[config.mk]
export PLATFORM = sky130hd
export DESIGN_NAME = deser400_phsel_flat
export DESIGN_NICKNAME = d
export VERILOG_FILES = /design/src/rtl/deser400_phsel_if.sv /design/src/rtl/deser400_phsel.sv /design/src/flat_wrapper.sv
export SDC_FILE = /design/constraint.sdc
export NUM_CORES = 1
export LEC_CHECK = 0
export ABC_CLOCK_PERIOD_IN_PS = 3600
export BUFFER_PORTS_ARGS = -buffer_cell sky130_fd_sc_hd__buf_2
export CAP_MARGIN = 20
export CORE_MARGIN = 2
export CORE_UTILIZATION = 57
export DETAILED_ROUTE_END_ITERATION = 10
export PLACE_DENSITY_LB_ADDON = 0.05
export SYNTH_ARGS = -nofsm -noshare
export SYNTH_HDL_FRONTEND = slang
export SYNTH_SLANG_ARGS = --single-unit
[constraint.sdc]
create_clock -name clk -period 3.6 [get_ports clk]
set_clock_uncertainty 0.15 [all_clocks]
set_input_delay 0.72 -clock clk [delete_from_list [all_inputs] [get_ports clk]]
set_output_delay 0.72 -clock clk [all_outputs]
set_load 0.05 [all_outputs]
[src/rtl/deser400_phsel_if.sv]
// deser400_phsel_if
// Bundles the per-channel signals between deser400_ctrl (master) and one
// deser400_phsel instance (slave).
//   enable   : channel enable
//   sample   : 8 oversampled taps, sample[i] is tap i
//   pd_trig  : single-cycle window-boundary pulse
//   phenable : allow automatic phase updates
//   phwrite  : single-cycle manual phase load strobe
//   phdata   : manual phase value, bits [2:0] used
//   xorsum   : edge map of the last completed window
//   phsel    : current tap select, bit 3 always 0
//   dout     : recovered data bit
//   state    : debug view of the evaluation FSM (0=ACQ, 1=EVAL, 2=UPD)
// There is no valid/ready handshake here: sample is consumed every clock,
// and pd_trig/phwrite are one-cycle strobes acted on in the cycle they are
// high. There is no back-pressure.
interface deser400_phsel_if;
    logic       enable;
    logic [7:0] sample;
    logic       pd_trig;
    logic       phenable;
    logic       phwrite;
    logic [3:0] phdata;
    logic [7:0] xorsum;
    logic [3:0] phsel;
    logic       dout;
    logic [1:0] state;

    modport master (
        output enable, sample, pd_trig, phenable, phwrite, phdata,
        input  xorsum, phsel, dout, state
    );

    modport slave (
        input  enable, sample, pd_trig, phenable, phwrite, phdata,
        output xorsum, phsel, dout, state
    );
endinterface

[src/rtl/deser400_phsel.sv]
// deser400_phsel
// Per-channel phase tracker. Registers the 8 tap samples, ORs the
// tap-to-tap edges over a window framed by pd_trig, publishes the window's
// edge map as xorsum and moves phsel to the tap farthest from the edges.
// Software may load phsel directly through phwrite/phdata.
// Ports:
//   clk   : system clock
//   reset : asynchronous, active-high reset
//   bus   : deser400_phsel_if.slave (see the interface for the signal list)
// Optional feature: define DESER400_PHSEL_FILTER_EN to require two
// consecutive valid windows with the same candidate before committing.
module deser400_phsel (
    input  logic                   clk,
    input  logic                   reset,
    deser400_phsel_if.slave        bus
);

    typedef enum logic [1:0] {
        ACQ  = 2'd0,
        EVAL = 2'd1,
        UPD  = 2'd2
    } state_t;

    state_t     state;
    logic [7:0] s_q;
    logic [7:0] acc;
    logic [7:0] edge_v;
    logic [7:0] xorsum_q;
    logic [2:0] phsel_q;
    logic       dout_q;
    logic [2:0] cand;
    logic       cand_v;
    logic       trig;
    logic       cls_v;
    logic [2:0] cls_e;
    logic       commit;
    logic       unused_phdata;

`ifdef DESER400_PHSEL_FILTER_EN
    logic [2:0] hist;
    logic       hist_v;
`endif

    // A disabled channel ignores window boundaries entirely.
    assign trig = bus.pd_trig & bus.enable;

    // edge_v[i] flags a transition between tap i and tap i+1 (tap 7 wraps to 0).
    assign edge_v = s_q ^ {s_q[0], s_q[7:1]};

    // Bit 3 of phdata carries no meaning.
    assign unused_phdata = bus.phdata[3];

    // A window is usable when it shows one edge, or two edges on adjacent
    // boundaries (7 and 0 are adjacent). e is the lower boundary in cyclic
    // order, so {7,0} gives e = 7.
    always_comb begin
        cls_v = 1'b0;
        cls_e = 3'd0;
        for (int i = 0; i < 8; i++) begin
            if ((xorsum_q == (8'd1 << i)) ||
                (xorsum_q == ((8'd1 << i) | (8'd1 << ((i + 1) % 8))))) begin
                cls_v = 1'b1;
                cls_e = 3'(i);
            end
        end
    end

`ifdef DESER400_PHSEL_FILTER_EN
    // Commit only if the previous valid window proposed the same tap.
    assign commit = cand_v & hist_v & (hist == cand);
`else
    assign commit = cand_v;
`endif

    always_ff @(posedge clk or posedge reset) begin
        if (reset) begin
            s_q      <= '0;
            acc      <= '0;
            xorsum_q <= '0;
            phsel_q  <= '0;
            dout_q   <= 1'b0;
            cand     <= '0;
            cand_v   <= 1'b0;
            state    <= ACQ;
`ifdef DESER400_PHSEL_FILTER_EN
            hist     <= '0;
            hist_v   <= 1'b0;
`endif
        end else begin
            s_q    <= bus.sample;
            dout_q <= bus.enable ? s_q[phsel_q] : 1'b0;

            // The edge seen in the pd_trig cycle still belongs to the closing window.
            if (!bus.enable) begin
                acc <= '0;
            end else if (bus.pd_trig) begin
                xorsum_q <= acc | edge_v;
                acc      <= '0;
            end else begin
                acc <= acc | edge_v;
            end

            case (state)
                ACQ: begin
                    if (trig) begin
                        state <= EVAL;
                    end
                end
                EVAL: begin
                    // Five taps past the edge is the eye centre (half a bit
                    // is four taps, plus one because e names the boundary
                    // below the transition).
                    cand   <= cls_e + 3'd5;
                    cand_v <= cls_v;
                    state  <= UPD;
                end
                UPD: begin
                    state <= ACQ;
                end
                default: begin
                    state <= ACQ;
                end
            endcase

            // Manual load overrides a same-cycle automatic update.
            if (bus.phwrite) begin
                phsel_q <= bus.phdata[2:0];
`ifdef DESER400_PHSEL_FILTER_EN
                hist_v  <= 1'b0;
`endif
            end else if (state == UPD) begin
                if (commit && bus.phenable && bus.enable) begin
                    phsel_q <= cand;
                end
`ifdef DESER400_PHSEL_FILTER_EN
                // An invalid window wipes the history.
                hist   <= cand;
                hist_v <= cand_v;
`endif
            end
        end
    end

    assign bus.xorsum = xorsum_q;
    assign bus.phsel  = {1'b0, phsel_q};
    assign bus.dout   = dout_q;
    assign bus.state  = state;

endmodule

[src/flat_wrapper.sv]
// flat-port wrapper written by rule: the top's interface ports become plain ports
module deser400_phsel_flat 
  (clk, reset, bus_enable, bus_sample, bus_pd_trig, bus_phenable, bus_phwrite, bus_phdata, bus_xorsum, bus_phsel, bus_dout, bus_state);
  deser400_phsel_if bus_i ();
  input  logic clk;
  input  logic reset;
  input wire logic [$bits(bus_i.enable)-1:0] bus_enable;
  input wire logic [$bits(bus_i.sample)-1:0] bus_sample;
  input wire logic [$bits(bus_i.pd_trig)-1:0] bus_pd_trig;
  input wire logic [$bits(bus_i.phenable)-1:0] bus_phenable;
  input wire logic [$bits(bus_i.phwrite)-1:0] bus_phwrite;
  input wire logic [$bits(bus_i.phdata)-1:0] bus_phdata;
  output wire logic [$bits(bus_i.xorsum)-1:0] bus_xorsum;
  output wire logic [$bits(bus_i.phsel)-1:0] bus_phsel;
  output wire logic [$bits(bus_i.dout)-1:0] bus_dout;
  output wire logic [$bits(bus_i.state)-1:0] bus_state;
  assign bus_i.enable = bus_enable;
  assign bus_i.sample = bus_sample;
  assign bus_i.pd_trig = bus_pd_trig;
  assign bus_i.phenable = bus_phenable;
  assign bus_i.phwrite = bus_phwrite;
  assign bus_i.phdata = bus_phdata;
  assign bus_xorsum = bus_i.xorsum;
  assign bus_phsel = bus_i.phsel;
  assign bus_dout = bus_i.dout;
  assign bus_state = bus_i.state;
  deser400_phsel u_core (.clk(clk), .reset(reset), .bus(bus_i));
endmodule
==> flow_summary.ini, run 1 <==
[clock_tree]
cts_sinks = 34
post_cts_resized = 0
post_cts_buffers = 0
cts_buffer_depth = 2
tritoncts = done
holdBufCountCts = 0
cts_root_buffer = clkbuf_4
clkSlewWorstSetupHoldPaths_ns = 0.10
htree_levels = 2
cts_made_buffers = 5
clk_latency_ns = 0.33

[routing]
vias_per_cell = 5.42
drt-initial-drc-count = 22
drc = 0
route.antenna.remaining_nets = 0
wl_per_cell_um = 14.3
wl_um = 2950
firstDrtPassIters = 4
num_vias = 1121

[critical_path]
crit_type = reg2out
crit_buf_inv = 1
crit_chain = buf_2
critPathLaunchType = flop
critPathCaptureType = primary output
worst_ep_required_time_ns = 2.73
slowest_delay_ns = 0.55
crit_family = flip-flops
slowest_stage = dfrtp_1
crit_arrival_ns = 1.21
path_max_fanout = 10
cp.depth = 1
r2r_cells = 6

[logic_synthesis]
synth_edf_count = 0
async_flop_share_pct = 100
ys_types = 35
ys_warn_count = 0
synth_fa_ha_area_share_pct = 0.832
seq_area_frac_synth_pct = 56.6
synth_area_per_cell_sq_um = 10.4
syn-cell-area_sq_um = 1500
syn_inst = 144
synth.mux.area_fraction_pct = 5.66
synth_xor_area_share_pct = 4.66
synth-simple-area-share_pct = 19.7
synth_top_family_by_area = simple AND/OR/NAND/NOR gates
synth_ff_type = dfrtp_1
ys_ff_latch = 34
synth_compound_area_share_pct = 9.40
synth_fp_nets = 163

[pwr]
ir_worst_vdd_mv = 0.396
total_leakage_power_nw = 0.840
power.density_nw_per_um2 = 510

[global_route]
antenna_found_initial = 0
grt_pass1_vias = 1149
grt_pass1_wl_um = 5150
overflow = 0
grt_use_total_pct = 21.9
grt_max_degree = 35

[floorplan]
design.core.area_sq_um = 2500
rows = 18
start_util_pct = 60.2
die-area_sq_um = 3070
die_w_um = 55.4
ioPinCount = 33
die_h_um = 55.4

[final_layout]
final_cell_mix = dfrtp_1 (34), buf_2 (30), nor2_1 (26)
final_common_cell = dfrtp_1
final_cell_count_no_fill = 207
nets = 195
multiInputGateArea_sq_um = 609
area_growth_pct = 15.1
num_antenna_cells = 0
final-seq-area_sq_um = 851
drive_gt1_share_pct = 24.3
fillers = 198

[sta]
layout_min_cycle_time_ns = 2.08
drv_slew = 0
rsz0062_at_grt = false
final_hold_viol_count = 0
setup_viol_count_final = 0
timing.slew.headroom_pct = 65.7
fmaxAchievable_ghz = 0.482
timing.final.crit_share_pct = 57.7
finalSetupTns_ns = 0
tightest_slew_ns = 0.514

[placement]
portBuffers = 30
dp_hpwl_um = 2130
dp.cells = 199
place_congestion = 0.811

[flow_run]
max_cap_violations = 0

[worst_hold_path]
hp-class = in2async

[run_status]
status = completed
[sequential cells by signal (all words and copies together) (netlist names)]
name	count
u_core.acc	8
u_core.bus.xorsum	8
u_core.s_q	8
u_core.cand	3
u_core.phsel_q	3
u_core.bus.state	2
u_core.bus.dout	1
u_core.cand_v	1
[per-stage QoR]
| stage | setup slack [ns] | total power [mW] | utilization, % | cell area (sq um) | hold WS, ns |
|---|---|---|---|---|---|
| after detailed placement | 1.55 | 0.677 | 66.8 | 1670 | 0.328 |
| final | 1.52 | 0.883 | 69.2 | 1730 | 0.317 |
| after global routing | 1.41 | 0.933 | 69.2 | 1730 | 0.313 |
| after CTS | 1.51 | 0.890 | 69.2 | 1730 | 0.304 |
| after floorplan | 1.39 | 0.621 | - | 1500 | 0.295 |
| after global placement | 1.59 | 0.668 | 66.8 | 1670 | 0.317 |
[report_power, final]
part / total [mW] / internal [mW] / switching (mW)
Clock: 0.215 / 0.0946 / 0.120
Sequential: 0.470 / 0.419 / 0.0510
Combinational: 0.198 / 0.0623 / 0.136
[metal layers]
metal | wire (um) | vias to the layer above | global-route usage (%)
li1 | - | 556 | -
met1 | 1280 | 530 | 27.0
met2 | 1450 | 31 | 34.4
met3 | 176 | 4 | 7.96
met4 | 53 | 0 | 10.5
met5 | 0 | - | 0
[cell families (layout without fill, tap and decap cells)]
group | count (synthesis) | count (layout)
AND/OR/NAND/NOR | 60 | 60
flip-flops | 34 | 34
AO/OA/AOI/OAI | 24 | 24
buffers and inverters | 10 | 43
XOR/XNOR | 8 | 8
multiplexers | 6 | 6
adder cells (fa/ha/maj) | 1 | 1
other | 1 | 1
[path summary, 6_finish.rpt]
path                                                   from                               end  slack, ns
max                        u_core.bus.xorsum[4]$_DFFE_PP0P_                     bus_xorsum[4]       1.52
min                                                   reset  u_core.bus.xorsum[3]$_DFFE_PP0P_       0.32
max reg2reg                u_core.bus.xorsum[5]$_DFFE_PP0P_        u_core.cand[2]$_DFFE_PP0N_       1.53
min reg2reg                 u_core.bus.state[1]$_DFFE_PP0P_   u_core.bus.state[0]$_DFFE_PP0P_       0.34
max in group asynchronous                             reset           u_core.s_q[1]$_DFF_PP0_       2.68
min in group clk            u_core.bus.state[1]$_DFFE_PP0P_   u_core.bus.state[0]$_DFFE_PP0P_       0.34
[layout make-up]
cell class / count / area share, %
Sequential cell: 34 / 49.2
Inverter: 4 / 0.868
Tap cell: 30 / 2.17
Clock buffer: 7 / 3.18
Multi-Input combinational cell: 100 / 35.2
Clock inverter: 1 / 0.289
Timing Repair Buffer: 31 / 9.11
[cell usage after synthesis, types with 2 or more instances]
| cell | n | area share, % |
|---|---|---|
| nor3b_1 | 3 | 1.5 |
| dfrtp_1 | 34 | 57 |
| a21oi_1 | 9 | 3.0 |
| inv_1 | 4 | 1.0 |
| nand3_1 | 2 | 0.67 |
| nand2b_1 | 5 | 2.1 |
| nor2b_1 | 2 | 0.83 |
| xor2_1 | 8 | 4.7 |
| mux4_2 | 2 | 3.0 |
| nor4b_1 | 2 | 1.2 |
| nor4_1 | 2 | 0.83 |
| mux2i_1 | 4 | 2.7 |
| o21ai_0 | 7 | 2.3 |
| buf_2 | 2 | 0.67 |
| clkbuf_1 | 3 | 0.75 |
| nand2_1 | 8 | 2.0 |
| nor3_1 | 4 | 1.3 |
| nor2_1 | 26 | 6.5 |
No activity file was read; power rests on OpenSTA's default activity.
==> run 2, diff against run 1 <==
- ABC_CLOCK_PERIOD_IN_PS: 3600 -> 2000
- CORE_UTILIZATION: 57 -> 53
- clock period: 3.6 -> 2 ns (I/O delays scaled with it)
==> flow_summary.ini, run 2 (same netlist as run 1, synthesis figures left out) <==
[placement]
dp_hpwl_um = 2020
dp.cells = 200
portBuffers = 30
place_congestion = 0.872
placed_area_sq_um = 1680

[routing]
wl_um = 2780
num_vias = 1159
drc = 0
drt-initial-drc-count = 77
firstDrtPassIters = 6
route.antenna.remaining_nets = 0
vias_per_cell = 5.34
wl_per_cell_um = 12.8

[pwr]
total_leakage_power_nw = 0.866
finalPower_mw = 1.58
ir_worst_vdd_mv = 0.635
power.density_nw_per_um2 = 856

[sta]
setup_viol_count_final = 0
timing.final.crit_share_pct = 97.0
timing.slew.headroom_pct = 64.0
tightest_slew_ns = 0.532
fmaxAchievable_ghz = 0.515
layout_min_cycle_time_ns = 1.94
final_hold_viol_count = 0
drv_slew = 0
finalSetupTns_ns = 0

[clock_tree]
clk_latency_ns = 0.32
cts_root_buffer = clkbuf_4
tritoncts = done
htree_levels = 2
clkSlewWorstSetupHoldPaths_ns = 0.09
cts_sinks = 34
cts_made_buffers = 5
cts_buffer_depth = 2

[critical_path]
slowest_delay_ns = 0.52
path_max_fanout = 8
r2r_cells = 6
critPathLaunchType = flop
r2r-end = u_core.cand[2]$_DFFE_PP0N_
crit_buf_inv = 0
worst_ep_required_time_ns = 2.12
crit_family = simple AND/OR/NAND/NOR gates
crit_arrival_ns = 2.06
crit_chain = nor3b_1 -> o21ai_1 -> o21ai_4 -> ha_4 -> or4_4 -> nand3_1
regToRegSetupSlack_ns = 0.06
slowest_stage = or4_4
critPathCaptureType = flop
crit_type = reg2reg
crit-reg2reg-launch = u_core.bus.xorsum[7]$_DFFE_PP0P_

[final_layout]
final-seq-area_sq_um = 861
nets = 204
drive_gt1_share_pct = 30.1
final_cell_mix = buf_2 (30), nor2_1 (26), dfrtp_1 (26)
num_antenna_cells = 0
area_growth_pct = 22.5
final_area_sq_um = 1840
final_common_cell = buf_2
final_core_util_pct = 67.4
final_cell_count_no_fill = 217
fillers = 228
multiInputGateArea_sq_um = 642

[global_route]
grt_max_degree = 35
grt_use_total_pct = 18.9
grt_pass1_wl_um = 4570
grt_pass1_vias = 1070
antenna_found_initial = 0
overflow = 0

[floorplan]
die-area_sq_um = 3280
rows = 19
die_h_um = 57.3
die_w_um = 57.3
ioPinCount = 33
design.core.area_sq_um = 2730
start_util_pct = 55.0

[worst_hold_path]
holdPathEnd = u_core.s_q[4]$_DFF_PP0_
hp-class = in2reg
worstHoldPathCells = 1
hold_path.startpoint = bus_sample[4]

[flow_run]
max_cap_violations = 0

[run_status]
status = completed
[run 2: what timing repair did]
action,in CTS,in global routing
hold buffers,1,4
resized for setup,0,7
hold endpoints to repair,34,4
setup endpoints to repair,0,1
buffers inserted,0,4
[run 2: through the flow]
step / worst slack (ns) / hold WS, ns
floorplan: 0.00120 / 0.281
global placement: 0.111 / 0.315
detailed placement: 0.0633 / 0.322
CTS: 0.0404 / 0.00579
global route: -0.00537 / 0.00548
finish: 0.0594 / 0.0293
[run 2: power breakdown]
part           total, mW  internal, mW  switching (mW)
Clock              0.343         0.140           0.203
Sequential         0.853         0.760          0.0931
Combinational      0.382         0.133           0.250
[run 2: cell type report]
cell class / instances / area share [%]
Tap cell: 31 / 2.10
Inverter: 4 / 0.815
Multi-Input combinational cell: 100 / 34.8
Clock buffer: 8 / 2.65
Timing Repair Buffer: 40 / 12.9
Sequential cell: 34 / 46.7
[run 2: worst max-delay path by stage]
stage | from | to | depth (start not counted)
finish | u_core.bus.xorsum[7]$_DFFE_PP0P_ | u_core.cand[2]$_DFFE_PP0N_ | 6
global route | u_core.bus.xorsum[7]$_DFFE_PP0P_ | u_core.cand[2]$_DFFE_PP0N_ | 6
CTS | u_core.bus.xorsum[7]$_DFFE_PP0P_ | u_core.cand[2]$_DFFE_PP0N_ | 6
detailed placement | u_core.bus.xorsum[5]$_DFFE_PP0P_ | u_core.cand[2]$_DFFE_PP0N_ | 6
global placement | u_core.bus.xorsum[5]$_DFFE_PP0P_ | u_core.cand[2]$_DFFE_PP0N_ | 6
floorplan | u_core.bus.xorsum[0]$_DFFE_PP0P_ | u_core.cand[2]$_DFFE_PP0N_ | 7
[run 2: layer usage]
metal	vias up	track usage [%]	part of all wire, %
li1	576	-	-
met1	541	24.0	45
met2	36	29.1	47
met3	6	6.12	5.5
met4	0	10.3	2.6
met5	-	0	0
